$ cat src/rtl/div_pkg.sv
// Shared constants and state encoding for the iterative divider.
package div_pkg;
  localparam int XLEN      = 32;
  localparam int DIV_ITERS = 16;

  localparam logic [XLEN-1:0] DIV0_QUOT = 32'hFFFF_FFFF;
  localparam logic [XLEN-1:0] OVF_QUOT  = 32'h8000_0000;

  typedef enum logic [1:0] {
    IDLE,
    CALC,
    FIX
  } div_state_e;
endpackage

$ cat src/rtl/div_step.sv
// One restoring division step: shift in a dividend bit, trial-subtract the divisor.
module div_step
  import div_pkg::*;
(
  input  logic [XLEN:0]   rem_in,
  input  logic            dvd_bit,
  input  logic [XLEN-1:0] divisor,
  output logic [XLEN:0]   rem_out,
  output logic            q_bit
);

  logic [XLEN:0]   shifted;
  logic [XLEN+1:0] diff;

  always_comb begin
    shifted = {rem_in[XLEN-1:0], dvd_bit};
    diff    = {1'b0, shifted} - {2'b00, divisor};
    // a set top bit before the shift already guarantees the subtraction succeeds
    q_bit   = rem_in[XLEN] | ~diff[XLEN+1];
    rem_out = q_bit ? diff[XLEN:0] : shifted;
  end

endmodule

$ cat src/rtl/divider.sv
// Iterative 32-bit divider (RISC-V DIV/DIVU/REM/REMU), two quotient bits per cycle.
// Optional DIVIDER_EARLY_OUT_EN skips iteration for divide-by-zero and signed overflow.
//
// state | meaning
// IDLE  | waiting for start, operands latched on accept
// CALC  | 16 cycles of two chained restoring steps
// FIX   | apply signs / special cases, write result, pulse valid
module divider
  import div_pkg::*;
(
  input  logic              clk,
  input  logic              rst,
  input  logic [XLEN-1:0]   rs1,
  input  logic [XLEN-1:0]   rs2,
  input  logic              op_signed,
  input  logic              start,
  output logic [2*XLEN-1:0] result,
  output logic              valid,
  output logic              busy
);

  div_state_e state_q, state_d;

  logic [XLEN-1:0] dvd_q, dsr_q, quot_q, rs1_q;
  logic [XLEN:0]   rem_q, rem_mid, rem_nxt;
  logic [3:0]      cnt_q;
  logic            q_neg_q, r_neg_q, div0_q, ovf_q;
  logic            qb_hi, qb_lo;

  logic            sign1, sign2, is_div0, is_ovf, last_iter;
  logic [XLEN-1:0] mag1, mag2, q_fix, r_fix;

  always_comb begin
    sign1     = op_signed & rs1[XLEN-1];
    sign2     = op_signed & rs2[XLEN-1];
    mag1      = sign1 ? -rs1 : rs1;
    mag2      = sign2 ? -rs2 : rs2;
    is_div0   = (rs2 == '0);
    is_ovf    = op_signed && (rs1 == OVF_QUOT) && (rs2 == '1);
    last_iter = (cnt_q == 4'(DIV_ITERS - 1));
  end

  div_step u_step_hi (
    .rem_in (rem_q),
    .dvd_bit(dvd_q[XLEN-1]),
    .divisor(dsr_q),
    .rem_out(rem_mid),
    .q_bit  (qb_hi)
  );

  div_step u_step_lo (
    .rem_in (rem_mid),
    .dvd_bit(dvd_q[XLEN-2]),
    .divisor(dsr_q),
    .rem_out(rem_nxt),
    .q_bit  (qb_lo)
  );

  always_ff @(posedge clk) begin
    if (rst) state_q <= IDLE;
    else     state_q <= state_d;
  end

  always_comb begin
    state_d = state_q;
    case (state_q)
      IDLE: begin
        if (start) begin
`ifdef DIVIDER_EARLY_OUT_EN
          state_d = (is_div0 || is_ovf) ? FIX : CALC;
`else
          state_d = CALC;
`endif
        end
      end
      CALC:    if (last_iter) state_d = FIX;
      FIX:     state_d = IDLE;
      default: state_d = IDLE;
    endcase
  end

  always_comb begin
    q_fix = q_neg_q ? -quot_q : quot_q;
    r_fix = r_neg_q ? -rem_q[XLEN-1:0] : rem_q[XLEN-1:0];
    if (div0_q) begin
      q_fix = DIV0_QUOT;
      r_fix = rs1_q;
    end else if (ovf_q) begin
      q_fix = OVF_QUOT;
      r_fix = '0;
    end
  end

  always_ff @(posedge clk) begin
    if (rst) begin
      result  <= '0;
      valid   <= 1'b0;
      dvd_q   <= '0;
      dsr_q   <= '0;
      quot_q  <= '0;
      rs1_q   <= '0;
      rem_q   <= '0;
      cnt_q   <= '0;
      q_neg_q <= 1'b0;
      r_neg_q <= 1'b0;
      div0_q  <= 1'b0;
      ovf_q   <= 1'b0;
    end else begin
      valid <= 1'b0;
      case (state_q)
        IDLE: begin
          if (start) begin
            dvd_q   <= mag1;
            dsr_q   <= mag2;
            rs1_q   <= rs1;
            q_neg_q <= sign1 ^ sign2;
            r_neg_q <= sign1;
            div0_q  <= is_div0;
            ovf_q   <= is_ovf;
            quot_q  <= '0;
            rem_q   <= '0;
            cnt_q   <= '0;
          end
        end
        CALC: begin
          rem_q  <= rem_nxt;
          quot_q <= {quot_q[XLEN-3:0], qb_hi, qb_lo};
          dvd_q  <= {dvd_q[XLEN-3:0], 2'b00};
          cnt_q  <= cnt_q + 4'd1;
        end
        FIX: begin
          result <= {r_fix, q_fix};
          valid  <= 1'b1;
        end
        default: ;
      endcase
    end
  end

  assign busy = (state_q != IDLE);

endmodule
$ cat config.mk
export PLATFORM = sky130hd
export DESIGN_NAME = divider
export DESIGN_NICKNAME = d
export VERILOG_FILES = /design/src/rtl/div_pkg.sv /design/src/rtl/div_step.sv /design/src/rtl/divider.sv
export SDC_FILE = /design/constraint.sdc
export NUM_CORES = 1
export LEC_CHECK = 0
export CORE_MARGIN = 1.5
export CORE_UTILIZATION = 40
export CTS_BUF_LIST = sky130_fd_sc_hd__clkbuf_8
export DETAILED_ROUTE_END_ITERATION = 10
export PLACE_DENSITY = 0.59
export SYNTH_ARGS = -nofsm -noshare
export SYNTH_HDL_FRONTEND = slang
export SYNTH_SLANG_ARGS = --single-unit
export TNS_END_PERCENT = 10
$ cat constraint.sdc
create_clock -name clk -period 6.3 [get_ports clk]
set_clock_uncertainty 0.2 [all_clocks]
set_input_delay 1.575 -clock clk [delete_from_list [all_inputs] [get_ports clk]]
set_output_delay 1.575 -clock clk [all_outputs]
set_load 0.03 [all_outputs]
# After elaboration in Yosys (flattened, before gate mapping)
# Cells that the tools add are included.
# totals
regBits,236
word_cells,65
in_bits,68
rom_bits,0
latch_bits,0
n_memories,0
ram_bits,0
# op_classes
reduce_logical,9
n_addsub,7
n_mux,22
n_shift,0
order_cmp,0
mul,0
n_bitwise,7
n_eq_ne,7
div,0
# ops
cell,n
2-to-1 mux 32 bit,10
negator 32 bit,4
case mux 32 bit (2 select lines),2
2-to-1 mux 33 bit,3
subtractor 33 x 32 -> 34 bit,2
case mux 33 bit (2 select lines),1
"equality test 32 bit, second input constant",2
zero test 32 bit,1
case mux 4 bit (2 select lines),1
AND reduction 2 bit,3
"adder 4 x 1 -> 4 bit, second input constant",1
"equality test 4 bit, second input constant",1
2-to-1 mux 2 bit,2
2-to-1 mux 4 bit,1
"inequality test 2 bit, second input constant",2
case mux 2 bit (2 select lines),1
nonzero test 2 bit,2
AND 1 bit,2
"equality test 2 x 1 -> 1 bit, second input constant",1
"equality test 2 bit, second input constant",1
logical AND 1 bit,2
zero test 2 bit,1
NOT 1 bit,2
bitwise OR 1 bit,2
other kinds (2),2

# Longest topological paths before layout
# logic_depth
depth_word,9
mapped_depth,26

# Hierarchy
# From an unflattened synthesis, not the netlist that was laid out.
# unflattened
hier_cells,2043
area_unflattened_um2,16263.1
# modules_own_cells
mod,n_inst,area_per_inst_um2,cells_per_inst
divider,1,11626.2,1392
div_step at u_step_hi,1,2367.3,348
div_step at u_step_lo,1,2269.7,303

# Worst setup path after synthesis
# No wires, ideal clock.
# synth_timing
path_kind,register -> register
from,register dsr_q[1]
to,register rem_q[7]
required_ps,5983
n_path_buf,2
setup_slack_ps,951
synth_period_minus_slack_ps,5349
t_arrival_ps,5033
setup_ps,117
path_stages_with_launch,24
cell_sequence,dfxtp_1 inv_1 ha_1 nor2b_1 o31ai_1 a22oi_2 a21boi_2 nor2_1 a21bo_2 nor2_2 buf_2 mux2_2 ha_1 a21oi_1 a21boi_0 a311oi_1 o22ai_1 nor2_1 a2bb2oi_1 inv_1 a211oi_2 buf_6 mux2_4 a22o_1
# synth_via
elab_chain_cells,9
# synth_rtl
element,line_no,rtl
start: declaration,divider.sv:24,"logic [XLEN-1:0] dvd_q, dsr_q, quot_q, rs1_q;"
start signal: assignment,divider.sv:114,dsr_q <= mag2;
subtractor 33 x 32 -> 34 bit,div_step.sv:17,"diff = {1'b0, shifted} - {2'b00, divisor};"
NOT 1 bit,div_step.sv:19,q_bit = rem_in[XLEN] | ~diff[XLEN+1];
bitwise OR 1 bit,div_step.sv:19,
2-to-1 mux 33 bit,div_step.sv:20,rem_out = q_bit ? diff[XLEN:0] : shifted;
subtractor 33 x 32 -> 34 bit,div_step.sv:17,
NOT 1 bit,div_step.sv:19,
bitwise OR 1 bit,div_step.sv:19,
2-to-1 mux 33 bit *,div_step.sv:20,
case mux 33 bit (2 select lines) *,divider.sv:110,case (state_q)
end signal: assignment,divider.sv:126,rem_q <= rem_nxt;
end: declaration,divider.sv:25,"logic [XLEN:0] rem_q, rem_mid, rem_nxt;"
# Mark *: on every way between the ends. The rest lies on a longest branch, timed or not.
# A chain may end at the register's enable or synchronous reset.

# Worst setup path in the final report
# layout_timing
from,register dsr_q[12]
to,register rem_q[7]
# The elaborated chain is that of the path after synthesis.

==> reports/results.ini <==
[grt]
gr-total-overflow=0
grt_antenna_before_repair=0
grt.total_usage=0.2395
grt_max_degree=80
grt_pass1_vias=13620
grt_pass1_wl_um=74780

[clocking]
clkSlewWorstSetupHoldPaths_ns=0.06
cts_tree=done
cts_sinks=236
cts_hold_buf=0
ctsHtreeMaxLevel=2
cts_buffer_depth=3
insertion_delay_ns=0.56
root_buffer=clkbuf_8
cts_buffers=43
postCtsSetupBuffers=0

[logic_synthesis]
yosys_warnings=0
synth_area_leaders=dfxtp_1 (31%), ha_1 (5.8%), nand2_1 (5.6%)
synth-adder-area-share=0.06086
synth.cell_area_mm2=0.01505
synth_top_family_by_area=compound AO/OA/AOI/OAI gates
avgSynthCellArea_um2=7.859
ys_ff_latch=236
netlist-cell-type-count=77
synth-simple-area-share=0.1913
yosysTopAreaCellShare=0.3139
synth_edf_count=0
synth_mux_area_frac=0.03292
yosysTopAreaCell=dfxtp_1
async_reset_ff_frac=0
ys_seq_area_frac=0.3139
synth_compound_area_frac=0.2557
synth_xor_area_frac=0.09719
syn_nets=2055
ys.flop_type=dfxtp_1
syn_inst=1915

[setup_path]
r2r-end=rem_q[7]
critPathMaxFanout=35
path_cells=inv_1, ha_1, and3_1, a31oi_1, nor3b_1, a21boi_4, nor2_1, a21bo_2, nor2_2, buf_12, mux2_2, ha_1, a21oi_1, a21boi_0, a311oi_2, o22ai_1, nor2_2, a2bb2oi_2, inv_1, a211oi_4, buf_12, mux2_4, a22o_1
reg2reg_from=dsr_q[12]
slowest_delay_ns=0.38
cp-start-kind=flip-flop
ff2ff_setup_slack_ns=0.36
crit_type=flip-flop to flip-flop
slowest_stage=mux2_2
arrival_ns=6.18
end_kind=flip-flop
reg2reg_depth=23
cp.required_ns=6.55

[min_path]
hold_depth=2
whs_endpoint=rem_q[32]
min_path_type=flip-flop to flip-flop
hp-start=rem_q[32]

[route]
routed-via-count=14470
wl_per_cell_um=18.52
final_antenna_net_count=0
drtIter0Drc=993
vias_per_cell=5.714
totalWireLength_um=46900
firstDrtPassIters=5
drc=0

[final_layout]
drive_gt1_frac=0.08043
syn2layout_area_growth_pct=18.87
final_nets=2170
fin_cells=2532
utilization=0.4863
diodes=0

[floorplan]
die_area_mm2=0.03880
coreArea_mm2=0.03679
floorplan.initialDensity=0.4091
num_rows=70
fp.dieH_um=197.0
io_pins=134
die_w_um=197.0

[timing]
fin_crit_sh=0.9423
worstMarginPinSlew_ns=1.134
finalHoldViolCount=0
finalSetupViolCount=0
worst_slack_ns=0.3635
finalMaxSlewViolations=0
max_freq_ghz=0.1684
max-slew-margin-rel=0.2439
final.setup.tns_ns=0
fin_crit_ns=5.937

[placed_design]
finalWeightedCongestion=0.9151
portBuffers=133
dpl.hpwl_um=34860
dp.cells=2453
preCtsSetupSlack_ns=0.04720

[status]
status=finished clean

[job]
drv_cap=0

-- Yosys cell counts, types with 8 or more instances --
master / instances
a211oi_1: 31
a21o_1: 25
a21oi_1: 148
a221oi_1: 35
a22o_1: 33
a22oi_1: 30
a311oi_1: 8
a31oi_1: 9
and2_1: 13
and3_1: 12
buf_1: 9
clkbuf_1: 94
dfxtp_1: 236
ha_1: 70
inv_1: 66
mux2_2: 16
mux2i_1: 30
nand2_1: 225
nand2b_1: 17
nand3_1: 29
nand4_1: 15
nor2_1: 194
nor2b_1: 17
nor3_1: 59
nor4_1: 12
o211ai_1: 10
o21a_1: 9
o21ai_0: 72
o21ai_1: 39
o22ai_1: 33
o31ai_1: 30
o41ai_1: 12
or3_1: 20
xnor2_1: 93
xor2_1: 74
-- kinds of logic after synthesis --
kind of cell / Yosys count
AO/OA/AOI/OAI: 576
XOR/XNOR: 167
adder cells (fa/ha/maj): 72
buffers and inverters: 177
flip-flops: 236
multiplexers: 47
AND/OR/NAND/NOR: 640
-- registers in the layout (all words and copies together), names as in the netlist, 2 cells and up --
register / cells
cnt_q: 4
dsr_q: 32
dvd_q: 32
quot_q: 32
rem_q: 33
result: 64
rs1_q: 32
state_q: 2
-- layout by cell type, fill, tap and decap left out, types with 9 or more instances in the layout --
master,synthesis,final
o31ai_1,30,29
xor2_1,74,74
nand2_1,225,225
o21ai_0,72,72
a21oi_1,148,148
nand4_1,15,15
inv_1,66,82
xnor2_1,93,93
buf_4,0,44
o211ai_1,10,10
nor2_1,194,190
mux2i_1,30,30
a211oi_1,31,30
nor4_1,12,12
mux2_2,16,16
nand2b_1,17,17
nand3_1,29,29
clkbuf_8,0,56
o22ai_1,33,33
a22o_1,33,33
or3_1,20,20
nor2b_1,17,15
nor3_1,59,58
o21a_1,9,9
a21o_1,25,25
a221oi_1,35,33
and2_1,13,12
a22oi_1,30,30
ha_1,70,70
o21ai_1,39,39
o41ai_1,12,12
a31oi_1,9,9
clkdlybuf4s50_1,0,132
dfxtp_1,236,236
and3_1,12,12
-- worst max path at each step --
stage	to	from	cells after the start	slack [ns]
after floorplan	rem_q[7]	dsr_q[1]	23	0.95
after global placement	rem_q[7]	dsr_q[1]	23	0.22
after detailed placement	rem_q[7]	dsr_q[1]	23	0.05
after CTS	rem_q[7]	dsr_q[1]	22	0.04
after global routing	rem_q[13]	dsr_q[12]	24	-0.002
final	rem_q[7]	dsr_q[12]	23	0.36
-- area by class of cell --
type	count	area, µm²
Clock buffer	56	770.7
Clock inverter	23	130.1
Fill cell	3642	18900
Inverter	67	251.5
Multi-Input combinational cell	1502	9696
Sequential cell	236	4725
Tap cell	468	585.6
Timing Repair Buffer	180	1732
-- stage by stage --
step,hold WS [ns],cell area [µm²]
floorplan,0.2210,15050
global placement,0.2335,16930
detailed placement,0.2444,16930
CTS,0.2520,17830
global route,0.2729,17890
finish,0.2467,17890
-- repair_timing --
| action | in CTS | in global routing |
|---|---|---|
| setup endpoints to repair | 0 | 32 |
| gates resized for setup | 0 | 10 |
| hold endpoints to repair | 0 | 0 |
-- worst max-delay path, delay by kind of cell, from the launching register on --
family | cells | cell delay [ns]
AOI/OAI and AO/OA | 10 | 2.27
and+or+nand+nor | 5 | 0.95
muxes | 2 | 0.70
adders and majority gates | 2 | 0.69
buffers and inverters | 4 | 0.64
DFF | 1 | 0.34
-- routing by layer --
layer,vias to the layer above,global-route usage,routed length (µm)
met3,65,0.03747,2953
met5,-,0,0
li1,7145,-,-
met2,392,0.3763,20380
met4,0,0.06050,989
met1,6865,0.3409,22570
Power is left out: the tool's default activity adds up to more than one toggle a clock period on the data nets, which glitch-free logic cannot reach.
